==> config.mk <==
export PLATFORM = sky130hd
export DESIGN_NAME = run_step_ctrl
export DESIGN_NICKNAME = d
export VERILOG_FILES = /design/src/rtl/run_ctrl_pkg.sv /design/src/rtl/btn_debounce.sv /design/src/rtl/run_step_ctrl.sv
export SDC_FILE = /design/constraint.sdc
export NUM_CORES = 1
export LEC_CHECK = 0
export BUFFER_PORTS_ARGS = -buffer_cell sky130_fd_sc_hd__buf_2
export CAP_MARGIN = 20
export CORE_ASPECT_RATIO = 1.2
export CORE_MARGIN = 4
export CORE_UTILIZATION = 45
export DETAILED_ROUTE_END_ITERATION = 16
export GPL_TIMING_DRIVEN = 0
export PLACE_DENSITY = 0.82
export REMOVE_ABC_BUFFERS = 1
export SYNTH_ARGS = -nofsm -noshare
export SYNTH_HDL_FRONTEND = slang
export SYNTH_SLANG_ARGS = --single-unit
==> constraint.sdc <==
create_clock -name Clk -period 2.19 [get_ports Clk]
set_clock_uncertainty 0.1 [all_clocks]
set_input_delay 0.219 -clock Clk [delete_from_list [all_inputs] [get_ports Clk]]
set_output_delay 0.219 -clock Clk [all_outputs]
set_load 0.005 [all_outputs]
==> src/rtl/run_ctrl_pkg.sv <==
// Shared types and defaults for the run/step execution controller.
// State values are fixed because the display decodes them directly.
package run_ctrl_pkg;

    typedef enum logic [1:0] {
        ST_HALT = 2'd0,
        ST_RUN  = 2'd1,
        ST_STEP = 2'd2,
        ST_BRK  = 2'd3
    } run_state_t;

    localparam int DEBOUNCE_CYCLES_DEF = 16;
    localparam int CNT_W_DEF           = 16;

endpackage

==> src/rtl/btn_debounce.sv <==
// Step button conditioning: two-flop synchronizer, stability debounce and a
// one-cycle pulse on each accepted rising edge of the debounced level.
module btn_debounce
    import run_ctrl_pkg::*;
#(
    parameter int DEBOUNCE_CYCLES = DEBOUNCE_CYCLES_DEF
) (
    input  logic clk,
    input  logic reset,
    input  logic btn,
    output logic rise
);

    localparam int CW = $clog2(DEBOUNCE_CYCLES) + 1;

    logic          sync_1;
    logic          sync_2;
    logic          level;
    logic          level_q;
    logic [CW-1:0] cnt;

    // Counter only runs while the synchronized input disagrees with the
    // accepted level; any sample that agrees restarts the stability window.
    always_ff @(posedge clk) begin
        if (reset) begin
            sync_1  <= 1'b0;
            sync_2  <= 1'b0;
            level   <= 1'b0;
            level_q <= 1'b0;
            cnt     <= '0;
        end else begin
            sync_1  <= btn;
            sync_2  <= sync_1;
            level_q <= level;
            if (sync_2 == level) begin
                cnt <= '0;
            end else if (cnt == CW'(DEBOUNCE_CYCLES - 1)) begin
                level <= sync_2;
                cnt   <= '0;
            end else begin
                cnt <= cnt + 1'b1;
            end
        end
    end

    assign rise = level & ~level_q;

endmodule

==> src/rtl/run_step_ctrl.sv <==
// Execution controller: converts divider ticks into a one-cycle Advance
// enable with free-run, single-step and PC-breakpoint halt modes.
module run_step_ctrl
    import run_ctrl_pkg::*;
#(
    parameter int DEBOUNCE_CYCLES = DEBOUNCE_CYCLES_DEF,
    parameter int CNT_W           = CNT_W_DEF
) (
    input  logic             Clk,
    input  logic             Reset,
    input  logic             Tick,
    input  logic             RunSw,
    input  logic             StepBtn,
    input  logic             BrkEn,
    input  logic [31:0]      BrkAddr,
    input  logic [31:0]      WB_PCAddResult,
    output logic             Advance,
    output logic             Halted,
    output logic [1:0]       State,
    output logic [CNT_W-1:0] CycleCount
);

    run_state_t state_q;
    run_state_t state_d;
    logic       adv_d;
    logic       step_req;
    logic       mask;
    logic       hit;

    btn_debounce #(
        .DEBOUNCE_CYCLES(DEBOUNCE_CYCLES)
    ) u_btn (
        .clk   (Clk),
        .reset (Reset),
        .btn   (StepBtn),
        .rise  (step_req)
    );

    assign hit = BrkEn & (WB_PCAddResult == BrkAddr) & ~mask;

    always_comb begin
        state_d = state_q;
        adv_d   = 1'b0;
        case (state_q)
            ST_HALT: begin
                if (RunSw)         state_d = ST_RUN;
                else if (step_req) state_d = ST_STEP;
            end
            ST_RUN: begin
                if (!RunSw)        state_d = ST_HALT;
                else if (hit)      state_d = ST_BRK;
                else if (Tick)     adv_d   = 1'b1;
            end
            ST_STEP: begin
                if (Tick) begin
                    adv_d   = 1'b1;
                    state_d = ST_HALT;
                end
            end
            ST_BRK: begin
                if (!RunSw)        state_d = ST_HALT;
                else if (step_req) state_d = ST_STEP;
            end
            default: state_d = ST_HALT;
        endcase
    end

    // Mask suppresses the breakpoint until the first instruction retires after
    // (re)entering RUN, so execution can resume from the breakpoint PC.
    always_ff @(posedge Clk) begin
        if (Reset) begin
            state_q    <= ST_HALT;
            Advance    <= 1'b0;
            Halted     <= 1'b1;
            CycleCount <= '0;
            mask       <= 1'b1;
        end else begin
            state_q <= state_d;
            Advance <= adv_d;
            Halted  <= (state_d == ST_HALT) || (state_d == ST_BRK);
            if (Advance)
                CycleCount <= CycleCount + 1'b1;
            if (state_d == ST_RUN && state_q != ST_RUN)
                mask <= 1'b1;
            else if (Advance && state_q == ST_RUN)
                mask <= 1'b0;
        end
    end

    assign State = state_q;

endmodule

Yosys cells after proc, flatten, opt, wreduce, memory -nomap -nowiden
Index checks and enable logic that the tools add are counted.
Widths: inputs -> output; s select.
Cells by class
  add/sub/neg operators: 2
  equality and inequality tests: 9
  mux-type cells: 11
  bitwise logic cells: 6
  reductions and logical operators: 8
Operator list (number)
  $eq 32x32->1: 1
  $add 16x1->16 const B: 1
  $mux 2: 6
  $pmux 2 s4: 1
  $eq 2x2->1 const B: 3
  $add 5x1->5 const B: 1
  $eq 5x4->1 const B: 1
  $eq 2x1->1 const B: 2
  $logic_not 2->1: 2
  $and 1x1->1: 3
  $mux 1: 3
  $not 1->1: 3
  $reduce_or 3->1: 1
  $logic_and 1x1->1: 2
  $ne 2x1->1 const B: 1
  $pmux 1 s2: 1
  $reduce_and 2->1: 1
  $reduce_or 2->1: 1
  $eq 1x1->1: 1
  $logic_or 1x1->1: 1
Storage, ports and cells
  register bits after elaboration: 30
  input bits: 70
  output and inout port bits: 20
  logic and storage cells: 46

Depth between registers and ports, before layout
  word-level depth: 9
  gate-level depth with buffers: 11
  gate-level depth less buffers: 11

Hierarchy
A second synthesis with hierarchy kept.
Unflattened totals
  cell total of the unflattened synthesis: 198
  area, all modules: 1731.7 um2
By module, submodules not included
  run_step_ctrl: instances 1, cells an instance 168, area an instance 1412.6 um2, sequential area each 420.4 um2
  btn_debounce: instances 1, cells an instance 30, area an instance 319.1 um2, sequential area each 180.2 um2

Worst setup path before layout
No wires, ideal clock.
  path type: input to register
  from: input port BrkAddr[16]
  to: register mask
  setup time: 0.123 ns
  arrival time: 1.830 ns
  required time: 1.967 ns
  slack: 0.137 ns
  stages on the path: 9
  buffers on the path: 0
  path through: xnor2_1 nand4_1 nor4_1 nand2_1 o41a_1 ha_1 a21oi_1 a21oi_1 or2_2
On the way
  cells in the longest elaborated chain, start to end: 9
Ends and longest elaborated chain
  start, declared: line run_step_ctrl.sv:15  | input logic [31:0] BrkAddr,
  $eq 32x32->1: line run_step_ctrl.sv:39  | assign hit = BrkEn & (WB_PCAddResult == BrkAddr) & ~mask;
  $and 1x1->1 (2 in a row): line run_step_ctrl.sv:39
  $mux 2: line run_step_ctrl.sv:51  | else if (hit) state_d = ST_BRK;
  $mux 2: line run_step_ctrl.sv:50  | if (!RunSw) state_d = ST_HALT;
  $pmux 2 s4: line run_step_ctrl.sv:44  | case (state_q)
  $eq 2x1->1: line run_step_ctrl.sv:83  | if (state_d == ST_RUN && state_q != ST_RUN)
  $logic_and 1x1->1: line run_step_ctrl.sv:83
  $reduce_or 2->1 (no line)
  end signal, assigned: line run_step_ctrl.sv:76  | mask <= 1'b1;
  end signal, assigned: line run_step_ctrl.sv:84  | mask <= 1'b1;
  end signal, assigned: line run_step_ctrl.sv:86  | mask <= 1'b0;
  end, declared: line run_step_ctrl.sv:27  | logic mask;
No other way between the ends.
A chain may end at the register's enable or synchronous reset.

Final worst setup path
  from: register state_q[0] (netlist: State[0])
  to: register mask
On the way
  cells in the longest elaborated chain, start to end: 6
  elaborated cells on any way between the ends: 16
  classes of those cells: eq/ne (5); mux (7); reduce/logical (4)
Ends and longest elaborated chain
  start, declared: line run_step_ctrl.sv:23  | run_state_t state_q;
  start signal, assigned: line run_step_ctrl.sv:78  | state_q <= state_d;
  $mux 2 (on tied branches): line run_step_ctrl.sv:47, run_step_ctrl.sv:62, run_step_ctrl.sv:51
  $mux 2 (on tied branches): line run_step_ctrl.sv:61, run_step_ctrl.sv:46, run_step_ctrl.sv:50
  $pmux 2 s4 *: line run_step_ctrl.sv:44
  named net state_d[0]: line run_step_ctrl.sv:24  | run_state_t state_d;
  $eq 2x1->1 *: line run_step_ctrl.sv:83
  $logic_and 1x1->1 *: line run_step_ctrl.sv:83
  $reduce_or 2->1 (no line) *
The timed path passes the listed nets; every way through them passes the cells marked *.

==> impl_results.md <==
* Status: finished clean
* Pre-CTS WS at -0.188 ns
* Core area at approximately 3600 um^2
* Setup TNS at 0 ns
* Family with the most delay on the worst path: simple AND/OR/NAND/NOR gates
* Switching share of power at 0.234
* Die width at 64.1 um
* Data required, critical path at 2.26 ns
* Final Wtd Congestion at 0.768
* Ratio of cells with drive above 1 in the final layout at 0.413
* TritonCTS clock tree: built
* Headroom to the max-slew limit at 0.693
* Die area at roughly 4800 um^2
* Total chip power at 1.29 mW
* DR pass1 iterations at 4
* Sequential area share after synthesis at 0.353
* Critical Path Source Type: register
* Clock power share at 0.399
* Remaining antenna violation count at 0
* Slowest stage delay, CP at approximately 0.37 ns
* Via count of the first global-routing pass at 1555
* EDFF count, synth at 0
* Clock latency on the worst-skew pair at approximately 0.28 ns
* Fillers at 295
* Worst Setup End Kind: register
* Starting density of the core at 0.468
* NetSw at between 0.3 and 0.4 mW
* Pwr Density at 542 nW/um^2
* Buf+Inv Stages, Crit Path at 1
* Most frequent cells in the layout: buf_2, nor2_1, dfxtp_1, xnor2_1, xor2_1
* Util after Layout at 0.657
* Largest net degree at the start of global routing at 28
* Input/output buffers at 89
* Number of synthesized register bits at 30
* TritonCTS buffer count at 5
* CTS max path bufs at 2
* CP max stage cell: dfxtp_4
* Seq pwr share at 0.435
* Nets at 365
* Leakage at about 1.0 nW
* Final Hold Vio Count at 0
* CTS root buffer: clkbuf_8
* Initial antenna violation count at 0
* Max Cap Viol at 0
* Synth Instances at 192
* Final Hold Slack at 0.0571 ns
* Routed WL at 4.20 mm
* Unique masters post-synth at 33
* DRC Markers at 0
* Io pins at 90
* Fin crit period at between 2 and 2.5 ns
* Worst setup margin at 0.0765 ns
* Fin crit share at 0.965
* Hold crit path type: in -> reg
* Area Overhead vs Synth at 40.4%
* Diodes inserted at 0
* Vias per cell at 4.75
* Cell-internal power at 0.991 mW
* Synthesized area per cell at 8.85 um^2
* Most common cell after layout, fill and taps aside: buf_2
* Worst-path clk slew at approximately 0.060 ns
* Wirelength per Cell at 12.3 um
* Predominant post-synthesis flop cell: dfxtp_1
* CTS Sinks at 30
* Worst-path cell chain: inv_2 > ha_2 > nor2b_2 > nor2b_1 > o21ai_1 > a22o_1 > a21oi_1 > ha_1 > a21oi_1 > a21oi_1 > or2_2
* RSZ-0062 raised after global routing: false
* Peak Freq at 0.473 GHz
* Grt ovf at 0
* Rows at 24
* Worst VDD drop at 0.414 mV
* Least-Margin Pin Slew at about 0.46 ns
* Worst Path Arrival at between 2 and 2.5 ns
* Max-slew violations at 0
* Final setup vio count at 0
* DR iter-0 viols at 38
* Vias at 1616
* Critical Path Most Common Cell: a21oi_1
* CTS H-tree depth at 2
* Syn. warnings at 0
* Post-Syn Area at 1700 um^2
* Die span in y at between 70 and 80 um
* Ys async rst share at 0
* GRT Overall Usage at 0.170
* Post-CTS Hold Fix Bufs at 0
* First-pass GRT wire length at 6.42 mm
* Crit path max fanout at 6
* Logic pwr share at 0.166
* Kind of critical path: reg -> reg
* Dpl hpwl at 3.21 mm
## path summary, 6_finish.rpt
| check | cells past startpoint | startpoint | slack (ns) | end |
|---|---|---|---|---|
| worst max-delay path | 11 | State[0] | 0.08 | mask |
| worst min-delay path | 2 | StepBtn | 0.06 | u_btn.sync_1 |
| worst max register to register | 11 | State[0] | 0.08 | mask |
| worst min register to register | 1 | u_btn.sync_1 | 0.34 | u_btn.sync_2 |
## power by group through the flow
stage | Combinational, mW | Sequential, mW | Clock (mW)
2_1_floorplan | 0.0958 | 0.573 | 0
3_3_place_gp | 0.189 | 0.573 | 0
3_5_place_dp | 0.194 | 0.573 | 0
4_1_cts | 0.202 | 0.563 | 0.521
5_1_grt | 0.237 | 0.564 | 0.545
6_report | 0.215 | 0.563 | 0.517
## final cells by class
class                   instances  area (um^2)  area share
multi-input cells             150         1110       0.464
flip-flops and latches         30          606       0.254
repair buffers                 92          468       0.196
clock buffers                   8          110      0.0461
well taps                      52         65.1      0.0273
inverters                       8         30.0      0.0126
## timing repair
action / in CTS / in global routing
buffers inserted: 1 / 2
pin swaps: 1 / 4
gates resized for setup: 5 / 11
setup endpoints to repair: 2 / 2
hold endpoints to repair: 0 / 0
## registers in the layout, indices dropped and copies added (netlist names)
| name | cells |
|---|---|
| Halted | 1 |
| u_btn.sync_2 | 1 |
| u_btn.sync_1 | 1 |
| CycleCount | 16 |
| State | 2 |
| mask | 1 |
| Advance | 1 |
| u_btn.cnt | 5 |
| u_btn.level_q | 1 |
| u_btn.level | 1 |
## worst reg2reg max path, delay by kind of cell, from the launching register on
| kind | cells | cell delay (ns) |
|---|---|---|
| AND/OR/NAND/NOR | 3 | 0.56 |
| AO/OA/AOI/OAI | 5 | 0.54 |
| flip-flops | 1 | 0.37 |
| adder cells (fa/ha/maj) | 2 | 0.37 |
| buffers and inverters | 1 | 0.06 |
## kinds of logic after synthesis
family | count (synthesis) | share of synthesized area
flops | 30 | 0.353
compound gates | 16 | 0.0633
mux | 2 | 0.0118
buf+inv | 12 | 0.0287
xor+xnor | 50 | 0.258
simple gates | 74 | 0.226
fa+ha+maj | 8 | 0.0589
## metal layers
layer / up-vias / global-route usage / routed length [um] / part of all wire
met5: - / 0 / 0 / 0
met4: 0 / 0.0516 / 106 / 0.025
met3: 10 / 0.0531 / 215 / 0.051
met2: 47 / 0.338 / 2330 / 0.56
met1: 722 / 0.169 / 1540 / 0.37
li1: 837 / - / - / -
## synth_stat cells (2+ instances only)
library cell | instances | area share
xnor2_1 | 27 | 0.14
a21oi_1 | 7 | 0.021
and3_1 | 2 | 0.0074
nor2b_1 | 5 | 0.018
nand2_1 | 8 | 0.018
nand4_1 | 9 | 0.033
or2_2 | 2 | 0.0074
xor2_1 | 23 | 0.12
inv_1 | 8 | 0.018
dfxtp_1 | 30 | 0.35
nor4_1 | 3 | 0.011
clkbuf_1 | 3 | 0.0066
ha_1 | 8 | 0.059
o21ai_0 | 2 | 0.0059
mux2i_1 | 2 | 0.012
nand3_1 | 6 | 0.018
nor2_1 | 29 | 0.064
nor3_1 | 2 | 0.0059
nor4_2 | 2 | 0.015
## through the flow
step                      cell area (um^2)  cells
after floorplan                       1680    188
after global placement                2190    329
after detailed placement              2190    329
after CTS                             2330    338
after global routing                  2390    340
final                                 2390    340
No activity file was read; power rests on OpenSTA's default activity.
